## src/rtl/processor_datapath_if.sv

```systemverilog
// rtl/processor_datapath_if.sv - control-unit/memory side bundle of the 8-bit datapath
interface processor_datapath_if #(
    parameter int WIDTH = 8
);
    logic             IR_Load;
    logic             MAR_Load;
    logic             PC_Load;
    logic             PC_Inc;
    logic             A_Load;
    logic             B_Load;
    logic [3:0]       ALU_Sel;
    logic             CCR_Load;
    logic [1:0]       Bus1_Sel;
    logic [1:0]       Bus2_Sel;
    logic [WIDTH-1:0] from_memory;
    logic [WIDTH-1:0] address;
    logic [WIDTH-1:0] to_memory;
    logic [WIDTH-1:0] IR;
    logic             CCR_Result;

    modport master (
        output IR_Load, MAR_Load, PC_Load, PC_Inc, A_Load, B_Load,
        output ALU_Sel, CCR_Load, Bus1_Sel, Bus2_Sel, from_memory,
        input  address, to_memory, IR, CCR_Result
    );

    modport slave (
        input  IR_Load, MAR_Load, PC_Load, PC_Inc, A_Load, B_Load,
        input  ALU_Sel, CCR_Load, Bus1_Sel, Bus2_Sel, from_memory,
        output address, to_memory, IR, CCR_Result
    );
endinterface

```

## src/rtl/processor_datapath.sv

```systemverilog
// rtl/processor_datapath.sv - register file, buses, ALU and branch condition of the processor
module processor_datapath #(
    parameter int               WIDTH    = 8,
    parameter logic [WIDTH-1:0] RESET_PC = 8'h00
) (
    input  logic               clock,
    input  logic               reset,
    processor_datapath_if.slave dp
);
    localparam int MSB = WIDTH - 1;

    logic [WIDTH-1:0]   pc, mar, ir, a, b;
    logic [3:0]         ccr;          // {N, Z, V, C}
    logic [WIDTH-1:0]   bus1, bus2, alu_result;
    logic [3:0]         alu_flags;
    logic [WIDTH:0]     alu_sum;
    logic [2*WIDTH-1:0] alu_prod;
    logic               alu_v, alu_c;
    logic               cond_result;

    always_comb begin
        case (dp.Bus1_Sel)
            2'b00:   bus1 = pc;
            2'b01:   bus1 = a;
            2'b10:   bus1 = b;
            default: bus1 = '0;
        endcase
    end

    // X is Bus1 and Y is always the B register.
    always_comb begin
        alu_result = bus1;
        alu_sum    = '0;
        alu_prod   = '0;
        alu_v      = 1'b0;
        alu_c      = 1'b0;
        case (dp.ALU_Sel)
            4'd0: begin
                alu_sum    = {1'b0, bus1} + {1'b0, b};
                alu_result = alu_sum[MSB:0];
                alu_c      = alu_sum[WIDTH];
                alu_v      = (bus1[MSB] == b[MSB]) && (alu_result[MSB] != bus1[MSB]);
            end
            4'd1: begin
                alu_sum    = {1'b0, bus1} - {1'b0, b};
                alu_result = alu_sum[MSB:0];
                alu_c      = alu_sum[WIDTH];
                alu_v      = (bus1[MSB] != b[MSB]) && (alu_result[MSB] != bus1[MSB]);
            end
            4'd2: begin
                alu_prod   = {{WIDTH{1'b0}}, bus1} * {{WIDTH{1'b0}}, b};
                alu_result = alu_prod[MSB:0];
                alu_c      = |alu_prod[2*WIDTH-1:WIDTH];
            end
            4'd3, 4'd4: begin
                if (b == '0) begin
                    alu_result = '1;
                    alu_v      = 1'b1;
                end else if (dp.ALU_Sel == 4'd3) begin
                    alu_result = bus1 / b;
                end else begin
                    alu_result = bus1 % b;
                end
            end
            4'd5: alu_result = bus1 & b;
            4'd6: alu_result = bus1 | b;
            4'd7: alu_result = bus1 ^ b;
            4'd8: begin
                alu_result = -bus1;
                alu_v      = (bus1 == {1'b1, {(WIDTH-1){1'b0}}});
                alu_c      = |bus1;
            end
            4'd9:    alu_result = ~bus1;
            default: alu_result = bus1;
        endcase
        alu_flags = {alu_result[MSB], (alu_result == '0), alu_v, alu_c};
    end

    always_comb begin
        case (dp.Bus2_Sel)
            2'b00:   bus2 = alu_result;
            2'b01:   bus2 = bus1;
            2'b10:   bus2 = dp.from_memory;
            default: bus2 = '0;
        endcase
    end

    always_ff @(posedge clock or negedge reset) begin
        if (!reset) begin
            pc  <= RESET_PC;
            mar <= '0;
            ir  <= '0;
            a   <= '0;
            b   <= '0;
            ccr <= 4'b0000;
        end else begin
            if (dp.PC_Load)       pc  <= bus2;
            else if (dp.PC_Inc)   pc  <= pc + 1'b1;
            if (dp.MAR_Load)      mar <= bus2;
            if (dp.IR_Load)       ir  <= bus2;
            if (dp.A_Load)        a   <= bus2;
            if (dp.B_Load)        b   <= bus2;
            if (dp.CCR_Load)      ccr <= alu_flags;
        end
    end

    // Only the branch opcode group 01100xxx produces a condition; cond lives in IR[2:0].
    always_comb begin
        cond_result = 1'b0;
        if (ir[MSB -: 5] == 5'b01100) begin
            case (ir[2:0])
                3'd0: cond_result = 1'b1;
                3'd1: cond_result = ccr[3];
                3'd2: cond_result = ccr[2];
                3'd3: cond_result = ccr[1];
                3'd4: cond_result = ccr[0];
                3'd5: cond_result = !ccr[2];
                3'd6: cond_result = !ccr[3];
                default: cond_result = !ccr[0];
            endcase
        end
    end

    assign dp.address    = mar;
    assign dp.to_memory  = bus1;
    assign dp.IR         = ir;
    assign dp.CCR_Result = cond_result;
endmodule

```

## src/flat_wrapper.sv

```systemverilog
// flat-port wrapper written by rule: the top's interface ports become plain ports
module processor_datapath_flat 
#(
    parameter int               WIDTH    = 8,
    parameter logic [WIDTH-1:0] RESET_PC = 8'h00
)
  (clock, reset, dp_IR_Load, dp_MAR_Load, dp_PC_Load, dp_PC_Inc, dp_A_Load, dp_B_Load, dp_ALU_Sel, dp_CCR_Load, dp_Bus1_Sel, dp_Bus2_Sel, dp_from_memory, dp_address, dp_to_memory, dp_IR, dp_CCR_Result);
  processor_datapath_if #(.WIDTH(WIDTH)) dp_i ();
  input  logic clock;
  input  logic reset;
  input wire logic [$bits(dp_i.IR_Load)-1:0] dp_IR_Load;
  input wire logic [$bits(dp_i.MAR_Load)-1:0] dp_MAR_Load;
  input wire logic [$bits(dp_i.PC_Load)-1:0] dp_PC_Load;
  input wire logic [$bits(dp_i.PC_Inc)-1:0] dp_PC_Inc;
  input wire logic [$bits(dp_i.A_Load)-1:0] dp_A_Load;
  input wire logic [$bits(dp_i.B_Load)-1:0] dp_B_Load;
  input wire logic [$bits(dp_i.ALU_Sel)-1:0] dp_ALU_Sel;
  input wire logic [$bits(dp_i.CCR_Load)-1:0] dp_CCR_Load;
  input wire logic [$bits(dp_i.Bus1_Sel)-1:0] dp_Bus1_Sel;
  input wire logic [$bits(dp_i.Bus2_Sel)-1:0] dp_Bus2_Sel;
  input wire logic [$bits(dp_i.from_memory)-1:0] dp_from_memory;
  output wire logic [$bits(dp_i.address)-1:0] dp_address;
  output wire logic [$bits(dp_i.to_memory)-1:0] dp_to_memory;
  output wire logic [$bits(dp_i.IR)-1:0] dp_IR;
  output wire logic [$bits(dp_i.CCR_Result)-1:0] dp_CCR_Result;
  assign dp_i.IR_Load = dp_IR_Load;
  assign dp_i.MAR_Load = dp_MAR_Load;
  assign dp_i.PC_Load = dp_PC_Load;
  assign dp_i.PC_Inc = dp_PC_Inc;
  assign dp_i.A_Load = dp_A_Load;
  assign dp_i.B_Load = dp_B_Load;
  assign dp_i.ALU_Sel = dp_ALU_Sel;
  assign dp_i.CCR_Load = dp_CCR_Load;
  assign dp_i.Bus1_Sel = dp_Bus1_Sel;
  assign dp_i.Bus2_Sel = dp_Bus2_Sel;
  assign dp_i.from_memory = dp_from_memory;
  assign dp_address = dp_i.address;
  assign dp_to_memory = dp_i.to_memory;
  assign dp_IR = dp_i.IR;
  assign dp_CCR_Result = dp_i.CCR_Result;
  processor_datapath #(.WIDTH(WIDTH), .RESET_PC(RESET_PC)) u_core (.clock(clock), .reset(reset), .dp(dp_i));
endmodule
```

## config.mk

```make
export PLATFORM = sky130hd
export DESIGN_NAME = processor_datapath_flat
export DESIGN_NICKNAME = d
export VERILOG_FILES = /design/src/rtl/processor_datapath_if.sv /design/src/rtl/processor_datapath.sv /design/src/flat_wrapper.sv
export SDC_FILE = /design/constraint.sdc
export NUM_CORES = 1
export LEC_CHECK = 0
export BUFFER_PORTS_ARGS = -buffer_cell sky130_fd_sc_hd__clkbuf_2
export CAP_MARGIN = 5
export CORE_MARGIN = 1
export CORE_UTILIZATION = 30
export DETAILED_ROUTE_END_ITERATION = 8
export PLACE_DENSITY = 0.52
export SLEW_MARGIN = 20
export SYNTH_ARGS = -nofsm -noshare
export SYNTH_HDL_FRONTEND = slang
export SYNTH_SLANG_ARGS = --single-unit
```

## constraint.sdc

```tcl
create_clock -name clock -period 33.7 [get_ports clock]
set_clock_uncertainty 0.2 [all_clocks]
set_input_delay 3.37 -clock clock [delete_from_list [all_inputs] [get_ports clock]]
set_output_delay 3.37 -clock clock [all_outputs]
set_load 0.01 [all_outputs]
```

* Word-level counts from Yosys, hierarchy flattened *
Cells that the tools add are included.

cells by class
  div/mod/pow operators = 2
  bitwise operators = 4
  eq/ne operators = 25
  add/subtract/negate cells = 4
  reductions and logical operators = 15
  mux-type cells = 12
  multiply operators = 1

operator list
  operator                                       number
  case mux 8 bit (9 select lines)                1
  case mux 8 bit (3 select lines)                2
  two-way mux 8 bit                              4
  == test 4 x 3 -> 1 bit, second input constant  4
  logical NOT 8 bit                              2
  multiplier 8 x 8 -> 16 bit                     1
  OR reduction 8 bit                             2
  adder 8 x 8 -> 9 bit                           1
  == test 3 bit, second input constant           3
  subtractor 8 x 8 -> 9 bit                      1
  adder 8 x 1 -> 8 bit, second input constant    1
  AND 8 bit                                      1
  divider 8 x 8 -> 8 bit                         1
  == test 4 x 2 -> 1 bit, second input constant  2
  == test 4 bit, second input constant           2
  == test 8 bit, second input constant           1
  modulo 8 x 8 -> 8 bit                          1
  negation 8 bit                                 1
  NOT 8 bit                                      1
  bitwise OR 8 bit                               1
  case mux 1 bit (4 select lines)                2
  XOR 8 bit                                      1
  case mux 1 bit (7 select lines)                1
  == test 3 x 2 -> 1 bit, second input constant  2
  15 further kinds                               24

storage, ports and cells
  register bits = 44
  output and inout bits = 25

* Longest topological paths before layout *
  depth after elaboration = 8
  depth in mapped cells = 56

* Worst setup path before layout *
Ideal clock, no wire load.

  kind = input to register
  start = input port dp_Bus1_Sel[1]
  end = register u_core.a[4]
  required time = 33.362 ns
  data arrival time = 14.052 ns
  library setup time = 0.138 ns
  slack = 19.310 ns
  stages = 52
  cells stage by stage = buf_4 nor2b_1 buf_2 o2bb2ai_1 buf_2 ha_1 and4_1 o22a_1 ha_1 nor4b_1 nor4_1 a21oi_1 o21ai_1 ha_1 o211ai_1 a211o_1 or3_1 nand2_1 [... 16 more ...] and3_1 a221oi_2 inv_1 ha_1 o2bb2ai_1 o22ai_1 mux2_2 fa_1 nand2b_1 a21oi_1 a211o_1 and2_1 clkbuf_1 mux2i_1 o22ai_1 or3b_1 a32oi_2 a21oi_1

on the way
  cells in the longest elaborated chain, start to end = 7
  elaborated cells between the ends (all ways) = 18

ends and longest elaborated chain
  what                                                                    line                                                RTL
  from (decl)                                                             flat_wrapper.sv:19                                  input wire logic [$bits(dp_i.Bus1_Sel)-1:0] dp_Bus1_Sel;
  == test 2 bit, or another cell as far along                             processor_datapath.sv:22                            case (dp.Bus1_Sel)
  case mux 8 bit (3 select lines) (*)                                     processor_datapath.sv:22
  via dp_to_memory[7]                                                     flat_wrapper.sv:23                                  output wire logic [$bits(dp_i.to_memory)-1:0] dp_to_memory;
  modulo 8 x 8 -> 8 bit / divider 8 x 8 -> 8 bit (equally long branches)  processor_datapath.sv:62, processor_datapath.sv:60
  two-way mux 8 bit (*)                                                   processor_datapath.sv:59                            end else if (dp.ALU_Sel == 4'd3) begin
  two-way mux 8 bit (*)                                                   processor_datapath.sv:56                            if (b == '0) begin
  case mux 8 bit (9 select lines) (*)                                     processor_datapath.sv:37                            case (dp.ALU_Sel)
  case mux 8 bit (3 select lines) (*)                                     processor_datapath.sv:80                            case (dp.Bus2_Sel)
  to (signal assigned)                                                    processor_datapath.sv:101                           if (dp.A_Load) a <= bus2;
  to (decl)                                                               processor_datapath.sv:12                            logic [WIDTH-1:0] pc, mar, ir, a, b;

The timed path passes the listed nets; every way through them passes the cells marked *.
A chain may end at the register's enable or synchronous reset.

* Final worst setup path *
  start = input port dp_Bus1_Sel[0]
  end = register u_core.pc[4]

on the way
  cells in the longest elaborated chain, start to end = 8
  elaborated cells between the ends (all ways) = 19

ends and longest elaborated chain
  what                                                                    line                                                RTL
  == test 2 bit, or another cell as far along                             processor_datapath.sv:22
  case mux 8 bit (3 select lines) (*)                                     processor_datapath.sv:22
  modulo 8 x 8 -> 8 bit / divider 8 x 8 -> 8 bit (equally long branches)  processor_datapath.sv:62, processor_datapath.sv:60
  two-way mux 8 bit                                                       processor_datapath.sv:59
  two-way mux 8 bit                                                       processor_datapath.sv:56
  case mux 8 bit (9 select lines)                                         processor_datapath.sv:37
  case mux 8 bit (3 select lines) (*)                                     processor_datapath.sv:80
  two-way mux 8 bit (*)                                                   processor_datapath.sv:97                            if (dp.PC_Load) pc <= bus2;
  to (signal assigned)                                                    processor_datapath.sv:97
  to (signal assigned)                                                    processor_datapath.sv:98                            else if (dp.PC_Inc) pc <= pc + 1'b1;
  to (decl)                                                               processor_datapath.sv:12

Mark *: on every way between the ends. The rest lies on a longest branch, timed or not.

==> qor.csv <==
stage;metric;value;unit
critical_path;CP Max Fanout;16;
floorplan;Initial Util;0.304;
placement;post-DP HPWL;20200;µm
placement;Area after DPL;8480;µm²
timing;setup TNS;0;ps
floorplan;die area;27000;µm²
flow_run;max-cap violation count;0;
synth;sequential fraction of the synthesis area;0.139;
status;outcome;finished clean;
critical_path;Setup crit end kind;flip-flop;
detailed_routing;WL met2;11700;µm
grt;total grt overflow;0;
power;Leak;3.87;nW
finish;post-layout net count;1203;
synth;Post-Syn Instances;1013;
detailed_routing;DR WL/cell;19.4;µm
detailed_routing;Routed Antenna Nets;0;
timing;timing-limited maximum frequency;62.5;MHz
grt;initial antenna violation count;1;
cts;CTS buffer count;5;
synth;yosys warns;0;
cts;hold_buf cts;0;
grt;vias in the first global route;7339;
grt;first-pass GRT wire length;42000;µm
cts;clock insertion delay at the later pin of the skew report;280;ps
critical_path;critical path type;in -> reg;
synth;asr flop ratio synth;1.00;
placement;GP Congestion;0.924;
timing;Worst Hold Margin;316;ps
finish;ratio of cells with drive above 1 in the final layout;0.102;
detailed_routing;drt total wl;26600;µm
cts;clk root buf;clkbuf_16;
timing;Final min period;15990;ps
finish;FILL cells;2802;
detailed_routing;first-pass detailed-route iteration total;5;
critical_path;Critical-path top delay cell;nor2b_1;
synth;mean area per synthesized cell;7.81;µm²
timing;final worst path period share;0.474;
grt;GR Util All Layers;0.202;
floorplan;I/O pin total;50;
critical_path;required time of the critical path;33650;ps
cts;H-tree Lvls;2;
critical_path;FF-to-FF Start;u_core.b[7];
critical_path;Critical Path End;u_core.pc[4];
finish;commonest non-fill, non-tap cells in the layout;145 x nor2_1, 102 x ha_1, 88 x inv_1;
timing;actual slew at the worst max-slew pin;861;ps
floorplan;Die Ht;164;µm
timing;Rel. slew slack;0.421;
cts;postcts setup bufs;0;
synth;Synth Register Bits;44;
critical_path;Crit path top cell by count;ha_1;
placement;Port Buffers;49;
finish;commonest non-fill, non-tap cell in the layout;nor2_1;
synth;Unique masters post-synth;86;
finish;area growth from synthesis to layout;9.13;%
timing;max-slew violations;0;
cts;CTS tree;yes;
cts;Worst-path clk slew;60;ps
detailed_routing;DR top layer;met4;
hold_path;Min-Delay Path Class;reg -> reg;
critical_path;slowest cell delay on critical path;580;ps
detailed_routing;vias;7662;
cts;PostCTS Resize Cnt;0;
detailed_routing;met3 WL;1400;µm
floorplan;core area;26000;µm²
critical_path;crit path from;dp_Bus1_Sel[0];
finish;final core occ;0.332;
critical_path;crit path DAT;15940;ps
detailed_routing;Via density;5.58;
grt;pin count of the biggest net entering global routing;45;
synth;prevailing post-synth register cell;dfrtp_1;
critical_path;CP startpoint kind;input port;
power;maximum VDD drop;0.0000292;V
floorplan;cell row count;59;
finish;antenna cells;0;
synth;Post-Syn Area;7910;µm²
critical_path;R2R setup slack;20630;ps
detailed_routing;1st-iter DRT viols;540;
power;cell area power density;60.2;nW/µm²
synth;number of flops mapped to enable cells by yosys;0;
critical_path;reg2reg end;u_core.pc[4];
detailed_routing;Residual DRC;0;
timing;Fin. Hold Viols;0;
critical_path;Worst Reg-to-Reg Cells;47;
synth;Mapped Nets;1179;
floorplan;Die Wd;164;µm
cts;clock buffer depth;2;
detailed_routing;wl on met1;12500;µm
finish;Final Instance Area;8630;µm²
timing;unrepaired setup endpoints after global routing;false;
cts;# clock sinks;44;
timing;final setup fails;0;
[synthesized netlist by cell type, types with 5 or more instances]
library cell,number,area [µm²]
mux2_2,6,67.6
buf_2,5,25.0
nand3_1,11,55.1
a31oi_1,19,119
fa_1,39,781
o21ai_1,6,30.0
nor4_1,10,62.6
nand4_1,9,56.3
nand2b_1,11,68.8
mux2i_1,23,230
and3_1,5,31.3
o2bb2ai_1,10,87.6
o21a_1,18,135
ha_1,102,1280
xnor2_1,19,166
a211oi_1,13,97.6
o22ai_1,12,75.1
buf_1,7,26.3
inv_1,88,330
or3_1,6,37.5
clkbuf_1,31,116
and2_1,5,31.3
inv_2,6,22.5
o21bai_1,7,52.6
nor2b_1,13,81.3
a22oi_1,5,37.5
o211ai_1,13,97.6
nor3_1,22,110
a21oi_1,81,405
a21o_1,8,60.1
o32a_1,5,50.1
nor2_1,145,544
nand2_1,56,210
a21oi_2,8,70.1
o21ai_0,43,215
dfrtp_1,44,1100
xor2_1,7,61.3
[layer usage]
metal / track usage / vias up
li1: - / 3704
met1: 0.292 / 3646
met2: 0.309 / 264
met3: 0.0169 / 48
met4: 0.0762 / 0
met5: 0 / -
[power breakdown]
part | switching, mW | leakage (nW) | internal [mW]
clock network | 0.0195 | 0.0701 | 0.0295
registers | 0.0108 | 0.520 | 0.0604
logic | 0.238 | 3.28 | 0.162
total | 0.268 | 3.87 | 0.252
[registers in the layout, indices dropped and copies added (netlist names)]
name               cells
u_core.dp.IR           8
u_core.a               8
u_core.ccr             4
u_core.dp.address      8
u_core.pc              8
u_core.b               8
[layout make-up]
type	instances	area, µm²	area share
clock buffer	7	143	0.0165
clock inverter	1	7.51	0.000870
inverter	98	368	0.0426
multi-input combinational	825	6240	0.723
sequential	44	1100	0.128
tap	335	419	0.0486
timing repair buffer	63	350	0.0406
[cells by family after synthesis]
family,after synthesis,synth area share
xor gates and xnor gates,26,0.0288
buffers and inverters,144,0.0715
adders and majority gates,141,0.260
and+or+nand+nor,324,0.198
DFF,44,0.139
muxes,31,0.0405
AOI/OAI and AO/OA,303,0.262
[worst min path at each step]
stage / cells past startpoint / start / to
after CTS: 2 / u_core.dp.address[6] / u_core.dp.address[6]
after detailed placement: 2 / u_core.dp.address[6] / u_core.dp.address[6]
after global placement: 2 / u_core.dp.address[6] / u_core.dp.address[6]
final: 2 / u_core.dp.address[6] / u_core.dp.address[6]
after global routing: 2 / u_core.a[0] / u_core.a[0]
after floorplan: 2 / u_core.ccr[2] / u_core.ccr[2]
[through the flow]
stage                     setup WS, ps  std cells  total power, mW
after global placement           17970       1365            0.467
after global routing             16800       1373            0.575
after CTS                        17850       1373            0.520
final                            17710       1373            0.520
after floorplan                  19310       1013            0.372
after detailed placement         17620       1365            0.468
[worst max-delay path, delay by kind of cell]
kind                       cells  cell delay, ps
AOI/OAI and AO/OA             23            5240
buffers and inverters          2             470
and+or+nand+nor               12            3230
muxes                          3            1060
adders and majority gates      8            2540
Note: power is estimated with default switching activity, not from simulation.
